`src/rtl/pll_lock_sequencer_if.sv`:
```
// Phase/duty update handshake between a requester and the PLL lock sequencer.
// The requester holds cfg_req and the data stable until cfg_ack pulses.
interface pll_lock_sequencer_if;
    logic       cfg_req;
    logic [3:0] cfg_psda;
    logic [3:0] cfg_duty;
    logic       cfg_ack;
    logic       cfg_busy;

    modport master (
        output cfg_req,
        output cfg_psda,
        output cfg_duty,
        input  cfg_ack,
        input  cfg_busy
    );

    modport slave (
        input  cfg_req,
        input  cfg_psda,
        input  cfg_duty,
        output cfg_ack,
        output cfg_busy
    );
endinterface

```
`src/rtl/pll_lock_sequencer.sv`:
```
// PLL power-up/lock sequencer with phase/duty update serialisation.
// Runs on the free-running reference clock; PLL LOCK is resynchronised here.
//
//   state       | meaning
//   ------------+--------------------------------------------------------
//   S_RESET     | pll_reset held high for RST_CYCLES
//   S_WAIT_LOCK | waiting for lock_s, times out after LOCK_TIMEOUT cycles
//   S_STABLE    | counting STABLE_CYCLES consecutive locked cycles
//   S_READY     | locked and stable, downstream reset released
//   S_APPLY     | one cycle driving the latched PSDA/DUTYDA onto the PLL
//   S_SETTLE    | SETTLE_CYCLES wait after a phase/duty change
//   S_FAULT     | retries exhausted, only rst leaves this state
module pll_lock_sequencer #(
    parameter int unsigned RST_CYCLES    = 64,
    parameter int unsigned LOCK_TIMEOUT  = 65536,
    parameter int unsigned STABLE_CYCLES = 1024,
    parameter int unsigned SETTLE_CYCLES = 256,
    parameter int unsigned MAX_RETRY     = 3,
    parameter logic [3:0]  PSDA_INIT     = 4'b0000,
    parameter logic [3:0]  DUTY_INIT     = 4'b1000
) (
    input  logic                       clk,
    input  logic                       rst,
    input  logic                       pll_lock_i,
    output logic                       pll_reset_o,
    output logic [3:0]                 pll_psda_o,
    output logic [3:0]                 pll_dutyda_o,
    pll_lock_sequencer_if.slave        cfg,
    output logic                       ready_o,
    output logic                       sys_rst_o,
    output logic                       fault_o,
    output logic [3:0]                 retry_cnt_o,
    output logic [7:0]                 lock_lost_cnt_o
);

    // One shared timer, sized for the longest of the four waits.
    localparam int unsigned T_MAX_A = (RST_CYCLES > LOCK_TIMEOUT) ? RST_CYCLES : LOCK_TIMEOUT;
    localparam int unsigned T_MAX_B = (STABLE_CYCLES > SETTLE_CYCLES) ? STABLE_CYCLES : SETTLE_CYCLES;
    localparam int unsigned T_MAX   = (T_MAX_A > T_MAX_B) ? T_MAX_A : T_MAX_B;
    localparam int          TW      = $clog2(T_MAX + 1);
    localparam int          RW      = $clog2(MAX_RETRY + 1);

    localparam logic [TW-1:0] RST_TC    = TW'(RST_CYCLES - 1);
    localparam logic [TW-1:0] LOCK_TC   = TW'(LOCK_TIMEOUT - 1);
    localparam logic [TW-1:0] STABLE_TC = TW'(STABLE_CYCLES - 1);
    localparam logic [TW-1:0] SETTLE_TC = TW'(SETTLE_CYCLES - 1);
    localparam logic [RW-1:0] RETRY_MAX = RW'(MAX_RETRY);

    typedef enum logic [2:0] {
        S_RESET,
        S_WAIT_LOCK,
        S_STABLE,
        S_READY,
        S_APPLY,
        S_SETTLE,
        S_FAULT
    } state_t;

    state_t        state_q, state_d;
    logic [TW-1:0] timer_q, timer_d;
    logic [RW-1:0] retry_q, retry_d;
    logic [7:0]    lost_q, lost_d;
    logic [3:0]    psda_q, psda_d;
    logic [3:0]    duty_q, duty_d;
    logic [3:0]    req_psda_q, req_psda_d;
    logic [3:0]    req_duty_q, req_duty_d;
    logic          pll_reset_q, pll_reset_d;
    logic          ack_q, ack_d;
    logic          busy_q, busy_d;
    logic          ready_q, ready_d;
    logic          sys_rst_q, sys_rst_d;
    logic          fault_q, fault_d;
    logic          lock_meta_q, lock_s_q;
    logic          lock_loss;

    // Two-flop synchroniser for the asynchronous PLL LOCK.
    always_ff @(posedge clk or posedge rst) begin
        if (rst) begin
            lock_meta_q <= 1'b0;
            lock_s_q    <= 1'b0;
        end else begin
            lock_meta_q <= pll_lock_i;
            lock_s_q    <= lock_meta_q;
        end
    end

    // Next-state and registered-output decode.
    always_comb begin
        state_d     = state_q;
        timer_d     = timer_q;
        retry_d     = retry_q;
        lost_d      = lost_q;
        psda_d      = psda_q;
        duty_d      = duty_q;
        req_psda_d  = req_psda_q;
        req_duty_d  = req_duty_q;
        pll_reset_d = pll_reset_q;
        ack_d       = 1'b0;
        busy_d      = busy_q;
        ready_d     = ready_q;
        sys_rst_d   = sys_rst_q;
        fault_d     = fault_q;
        lock_loss   = 1'b0;

        case (state_q)
            S_RESET: begin
                if (timer_q == RST_TC) begin
                    state_d     = S_WAIT_LOCK;
                    pll_reset_d = 1'b0;
                    timer_d     = '0;
                end else begin
                    timer_d = timer_q + 1'b1;
                end
            end
            S_WAIT_LOCK: begin
                if (lock_s_q) begin
                    state_d = S_STABLE;
                    timer_d = '0;
                end else if (timer_q == LOCK_TC) begin
                    retry_d     = retry_q + 1'b1;
                    timer_d     = '0;
                    pll_reset_d = 1'b1;
                    if (retry_d == RETRY_MAX) begin
                        state_d = S_FAULT;
                        fault_d = 1'b1;
                    end else begin
                        state_d = S_RESET;
                    end
                end else begin
                    timer_d = timer_q + 1'b1;
                end
            end
            S_STABLE: begin
                if (!lock_s_q) begin
                    state_d = S_WAIT_LOCK;
                    timer_d = '0;
                end else if (timer_q == STABLE_TC) begin
                    state_d   = S_READY;
                    timer_d   = '0;
                    ready_d   = 1'b1;
                    sys_rst_d = 1'b0;
                    retry_d   = '0;
                end else begin
                    timer_d = timer_q + 1'b1;
                end
            end
            S_READY: begin
                // Lock loss outranks a pending update request.
                if (!lock_s_q) begin
                    lock_loss = 1'b1;
                end else if (cfg.cfg_req) begin
                    state_d    = S_APPLY;
                    req_psda_d = cfg.cfg_psda;
                    req_duty_d = cfg.cfg_duty;
                    ready_d    = 1'b0;
                    busy_d     = 1'b1;
                end
            end
            S_APPLY: begin
                state_d = S_SETTLE;
                timer_d = '0;
                psda_d  = req_psda_q;
                duty_d  = req_duty_q;
            end
            S_SETTLE: begin
                if (!lock_s_q) begin
                    lock_loss = 1'b1;
                end else if (timer_q == SETTLE_TC) begin
                    state_d = S_READY;
                    timer_d = '0;
                    ack_d   = 1'b1;
                    busy_d  = 1'b0;
                    ready_d = 1'b1;
                end else begin
                    timer_d = timer_q + 1'b1;
                end
            end
            S_FAULT: begin
                state_d = S_FAULT;
            end
            default: begin
                state_d     = S_RESET;
                timer_d     = '0;
                pll_reset_d = 1'b1;
            end
        endcase

        // Lock lost while the downstream logic was running: rerun the
        // power-up sequence, keeping the last programmed PSDA/DUTYDA.
        if (lock_loss) begin
            state_d     = S_RESET;
            timer_d     = '0;
            pll_reset_d = 1'b1;
            ready_d     = 1'b0;
            busy_d      = 1'b0;
            sys_rst_d   = 1'b1;
            if (lost_q != 8'hFF) begin
                lost_d = lost_q + 8'd1;
            end
        end
    end

    // State and output registers.
    always_ff @(posedge clk or posedge rst) begin
        if (rst) begin
            state_q     <= S_RESET;
            timer_q     <= '0;
            retry_q     <= '0;
            lost_q      <= '0;
            psda_q      <= PSDA_INIT;
            duty_q      <= DUTY_INIT;
            req_psda_q  <= PSDA_INIT;
            req_duty_q  <= DUTY_INIT;
            pll_reset_q <= 1'b1;
            ack_q       <= 1'b0;
            busy_q      <= 1'b0;
            ready_q     <= 1'b0;
            sys_rst_q   <= 1'b1;
            fault_q     <= 1'b0;
        end else begin
            state_q     <= state_d;
            timer_q     <= timer_d;
            retry_q     <= retry_d;
            lost_q      <= lost_d;
            psda_q      <= psda_d;
            duty_q      <= duty_d;
            req_psda_q  <= req_psda_d;
            req_duty_q  <= req_duty_d;
            pll_reset_q <= pll_reset_d;
            ack_q       <= ack_d;
            busy_q      <= busy_d;
            ready_q     <= ready_d;
            sys_rst_q   <= sys_rst_d;
            fault_q     <= fault_d;
        end
    end

    assign pll_reset_o     = pll_reset_q;
    assign pll_psda_o      = psda_q;
    assign pll_dutyda_o    = duty_q;
    assign cfg.cfg_ack     = ack_q;
    assign cfg.cfg_busy    = busy_q;
    assign ready_o         = ready_q;
    assign sys_rst_o       = sys_rst_q;
    assign fault_o         = fault_q;
    assign retry_cnt_o     = 4'(retry_q);
    assign lock_lost_cnt_o = lost_q;

endmodule

```
`src/flat_wrapper.sv`:
```
// flat-port wrapper written by rule: the top's interface ports become plain ports
module pll_lock_sequencer_flat 
#(
    parameter int unsigned RST_CYCLES    = 64,
    parameter int unsigned LOCK_TIMEOUT  = 65536,
    parameter int unsigned STABLE_CYCLES = 1024,
    parameter int unsigned SETTLE_CYCLES = 256,
    parameter int unsigned MAX_RETRY     = 3,
    parameter logic [3:0]  PSDA_INIT     = 4'b0000,
    parameter logic [3:0]  DUTY_INIT     = 4'b1000
)
  (clk, rst, pll_lock_i, pll_reset_o, pll_psda_o, pll_dutyda_o, ready_o, sys_rst_o, fault_o, retry_cnt_o, lock_lost_cnt_o, cfg_cfg_req, cfg_cfg_psda, cfg_cfg_duty, cfg_cfg_ack, cfg_cfg_busy);
  pll_lock_sequencer_if cfg_i ();
  input  logic clk;
  input  logic rst;
  input  logic pll_lock_i;
  output logic pll_reset_o;
  output logic [3:0] pll_psda_o;
  output logic [3:0] pll_dutyda_o;
  output logic ready_o;
  output logic sys_rst_o;
  output logic fault_o;
  output logic [3:0] retry_cnt_o;
  output logic [7:0] lock_lost_cnt_o;
  input wire logic [$bits(cfg_i.cfg_req)-1:0] cfg_cfg_req;
  input wire logic [$bits(cfg_i.cfg_psda)-1:0] cfg_cfg_psda;
  input wire logic [$bits(cfg_i.cfg_duty)-1:0] cfg_cfg_duty;
  output wire logic [$bits(cfg_i.cfg_ack)-1:0] cfg_cfg_ack;
  output wire logic [$bits(cfg_i.cfg_busy)-1:0] cfg_cfg_busy;
  assign cfg_i.cfg_req = cfg_cfg_req;
  assign cfg_i.cfg_psda = cfg_cfg_psda;
  assign cfg_i.cfg_duty = cfg_cfg_duty;
  assign cfg_cfg_ack = cfg_i.cfg_ack;
  assign cfg_cfg_busy = cfg_i.cfg_busy;
  pll_lock_sequencer #(.RST_CYCLES(RST_CYCLES), .LOCK_TIMEOUT(LOCK_TIMEOUT), .STABLE_CYCLES(STABLE_CYCLES), .SETTLE_CYCLES(SETTLE_CYCLES), .MAX_RETRY(MAX_RETRY), .PSDA_INIT(PSDA_INIT), .DUTY_INIT(DUTY_INIT)) u_core (.clk(clk), .rst(rst), .pll_lock_i(pll_lock_i), .pll_reset_o(pll_reset_o), .pll_psda_o(pll_psda_o), .pll_dutyda_o(pll_dutyda_o), .cfg(cfg_i), .ready_o(ready_o), .sys_rst_o(sys_rst_o), .fault_o(fault_o), .retry_cnt_o(retry_cnt_o), .lock_lost_cnt_o(lock_lost_cnt_o));
endmodule
```
`config.mk`:
```
export PLATFORM = sky130hd
export DESIGN_NAME = pll_lock_sequencer_flat
export DESIGN_NICKNAME = d
export VERILOG_FILES = /design/src/rtl/pll_lock_sequencer_if.sv /design/src/rtl/pll_lock_sequencer.sv /design/src/flat_wrapper.sv
export SDC_FILE = /design/constraint.sdc
export NUM_CORES = 1
export LEC_CHECK = 0
export BUFFER_PORTS_ARGS = -buffer_cell sky130_fd_sc_hd__buf_2
export CORE_MARGIN = 2
export CORE_UTILIZATION = 45
export DETAILED_ROUTE_END_ITERATION = 6
export PLACE_DENSITY = 0.77
export SLEW_MARGIN = 20
export SYNTH_ARGS = -nofsm -noshare
export SYNTH_HDL_FRONTEND = slang
export SYNTH_SLANG_ARGS = --single-unit
```
`constraint.sdc`:
```
create_clock -name clk -period 2.4 [get_ports clk]
set_input_delay 0.72 -clock clk [delete_from_list [all_inputs] [get_ports clk]]
set_output_delay 0.72 -clock clk [all_outputs]
set_load 0.01 [all_outputs]
```
==> metrics.txt <==
status complete, no violations; worst path bufs/invs 0; number of CTS-inserted buffers 5; Critical Path Fanout Max 5; Core ar. 5920 um2; I/O pin count 38; max-slew violations 0; post-route clock period utilization a little over nine tenths; TritonCTS clock tree done; cell count along the critical path 7; Crit. Startpoint u_core.timer_q[7]$_DFFE_PP0P_; R2R Setup Slk about 0.044 ns; critical-path cell list nand4_1 -> or2_4 -> or4_4 -> a22o_4 -> a31oi_4 -> nand2_2 -> mux2_4; H-tree levels 2; drt drc 0; Non-Filler Instances ~400; # diodes 0; hold_buf cts 0; Clock Skews between 0.007 and 0.008 ns; Seq/Total Area, Yosys between 40% and 50%; post-layout util a little under three fifths; Vias/cell between 5 and 6; number of synthesized flops with an enable pin 0; Max Buffers Root-to-Sink 2; synthesis-stage register bit count 54; pre-CTS WS 0.00801 ns; Hold Path Cell Cnt 0; worst vdd ir ~0.70 mV; Final Hold Fails 0; DP HPWL roughly 4100 um; initial antenna violation count 0; via count ~2200; Reg clk slew, reported paths about 0.10 ns; syn avg cell area approximately 10 um2; Initial Utilization between 40% and 50%; crit path to u_core.state_q[2]$_DFFE_PP0P_; # setup viols final 0; top_reg_cell synth dfrtp_1; Worst path slowest cell or4_4; fraction of layout instances using a drive strength above 1 35.6%; CP endpoint kind flop; fmax 425 MHz; critical path arrival between 2 and 3 ns; row cnt 28; worst flop-to-flop path startpoint u_core.timer_q[7]$_DFFE_PP0P_; global placement routability congestion roughly 0.88; Initial DRC Count 119; Cell Area, Synth ~2700 um2; most common cell after layout, fill and taps aside dfrtp_1; total placed cells including tap cells 393; synth warn 0; PD cells 1040 nW/um2; area of the die just under 7000 um2; CP top delay family simple AND/OR/NAND/NOR gates; Congestion Overflow GR 0; Critical Path RT 2.60 ns; minimum hold slack approximately 0.36 ns; min-delay worst type reg2reg; kind of critical path reg2reg; GRT Util Overall a little under a fifth; Routed WL ~5800 um; CP Launch Type flop; first-pass GRT wire length approximately 9600 um; r2r endpoint u_core.state_q[2]$_DFFE_PP0P_; Horiz. Die Dim a little over 80 um; Slew Limit Headroom roughly three fifths; count of cell types in the netlist 52; Tmin final 2.36 ns; commonest non-fill, non-tap cells in the layout dfrtp_1 (47), buf_2 (35), nand2_1 (33); Port-buffer cells 35; max-cap viol count 0; Leakage roughly 1.6 nW; nets 345; CP max stage delay roughly 0.46 ns; Die H a little over 80 um; DR WL/cell about 14 um; count of mapped cells out of synthesis approximately 270; DRT Pass-1 Iters 4; largest net degree at the start of global routing 26; Clk Latency, worst-skew pair slightly above 0.3 ns; Sink Count 54; Root Buffer clkbuf_8; Worst Max-Slew Pin Slew around 0.63 ns; vias in the first global route ~2100; setup TNS 0 ns; final worst slack around 0.044 ns; Worst Reg-to-Reg Cells 7; Layout area overhead 22.9%; Async SR Flop Fraction 100%; Antenna Nets Post-Route 0
cell usage after synthesis, types with 3 or more instances:
library cell  count  area (um2)
a22o_1            3        26.3
nor2_1           10        37.5
nand3_1          20         100
and3_1            4        25.0
or2_2             3        18.8
dfstp_2           4         105
mux2_2           16         180
xnor2_1           5        43.8
o21ai_0          22         110
buf_4             4        30.0
a21oi_1           9        45.0
nand4_1           4        25.0
nand2b_1          3        18.8
o311ai_0          5        43.8
clkbuf_1          3        11.3
and2_1            4        25.0
ha_1              5        62.6
mux2i_1           3        30.0
dfrtp_1          50        1250
nor3_1            6        30.0
nand2_1          33         124
a211oi_1          3        22.5
a21o_1            5        37.5
inv_1            11        41.3
layout make-up:
class	count	area, um2
Sequential cell	54	1360
Clock inverter	1	30.0
Multi-Input combinational cell	192	1350
Timing Repair Buffer	64	418
Inverter	11	41.3
Tap cell	75	93.8
Fill cell	507	2540
Clock buffer	7	86.3
worst reg2reg max path, delay by kind of cell, from the launching register on:
family | cells | cell delay, ns
flops | 1 | 0.43
simple gates | 4 | 1.10
compound gates | 2 | 0.43
mux | 1 | 0.29
worst min path at each step:
stage / start / slack [ns] / end
detailed placement: u_core.lock_meta_q$_DFF_PP0_ / 0.34 / u_core.lock_s_q$_DFF_PP0_
finish: u_core.lock_meta_q$_DFF_PP0_ / 0.36 / u_core.lock_s_q$_DFF_PP0_
floorplan: u_core.lock_meta_q$_DFF_PP0_ / 0.33 / u_core.lock_s_q$_DFF_PP0_
global route: u_core.lock_meta_q$_DFF_PP0_ / 0.36 / u_core.lock_s_q$_DFF_PP0_
CTS: u_core.lock_meta_q$_DFF_PP0_ / 0.36 / u_core.lock_s_q$_DFF_PP0_
global placement: u_core.lock_meta_q$_DFF_PP0_ / 0.34 / u_core.lock_s_q$_DFF_PP0_
routing by layer:
metal  vias to the layer above  global-route usage [%]  routed length (um)
li1                       1076                       -                   -
met2                        51                    29.8                2870
met1                      1094                    25.5                2610
met4                         0                    5.67                  63
met5                         -                       0                   0
met3                         7                    3.26                 225
metrics by stage:
stage | power, mW | cell area (um2)
floorplan | 2.36 | 2790
global placement | 2.82 | 3200
detailed placement | 2.86 | 3200
CTS | 3.51 | 3320
global route | 3.75 | 3380
finish | 3.52 | 3380
logic make-up after synthesis:
kind of cell / synth area share, %
AOI/OAI and AO/OA: 15.6
xor gates and xnor gates: 2.23
adders and majority gates: 2.28
buffers and inverters: 4.28
DFF: 49.3
muxes: 8.19
other: 0.136
and+or+nand+nor: 18.0
where the power goes:
group | internal [mW] | switching, mW | total (mW)
Sequential | 1.15 | 0.187 | 1.34
Combinational | 0.758 | 0.793 | 1.55
Clock | 0.341 | 0.294 | 0.634
Total | 2.25 | 1.27 | 3.52
sequential cells by signal, summed over array words and instances, names as in the netlist:
name,flops
u_core.timer_q,17
u_core.req_psda_q,4
u_core.pll_dutyda_o,4
u_core.state_q,3
u_core.cfg.cfg_ack,1
u_core.sys_rst_o,1
u_core.pll_psda_o,4
u_core.pll_reset_o,1
u_core.req_duty_q,4
u_core.retry_q,2
u_core.lock_s_q,1
u_core.cfg.cfg_busy,1
u_core.lock_lost_cnt_o,8
u_core.ready_o,1
u_core.lock_meta_q,1
u_core.fault_o,1
repair_timing:
item	in CTS	in global routing
endpoints found under the setup margin	3	17
pin swaps	0	7
resized for setup	1	8
buffers inserted	0	3
(Power assumes the default switching activity.)
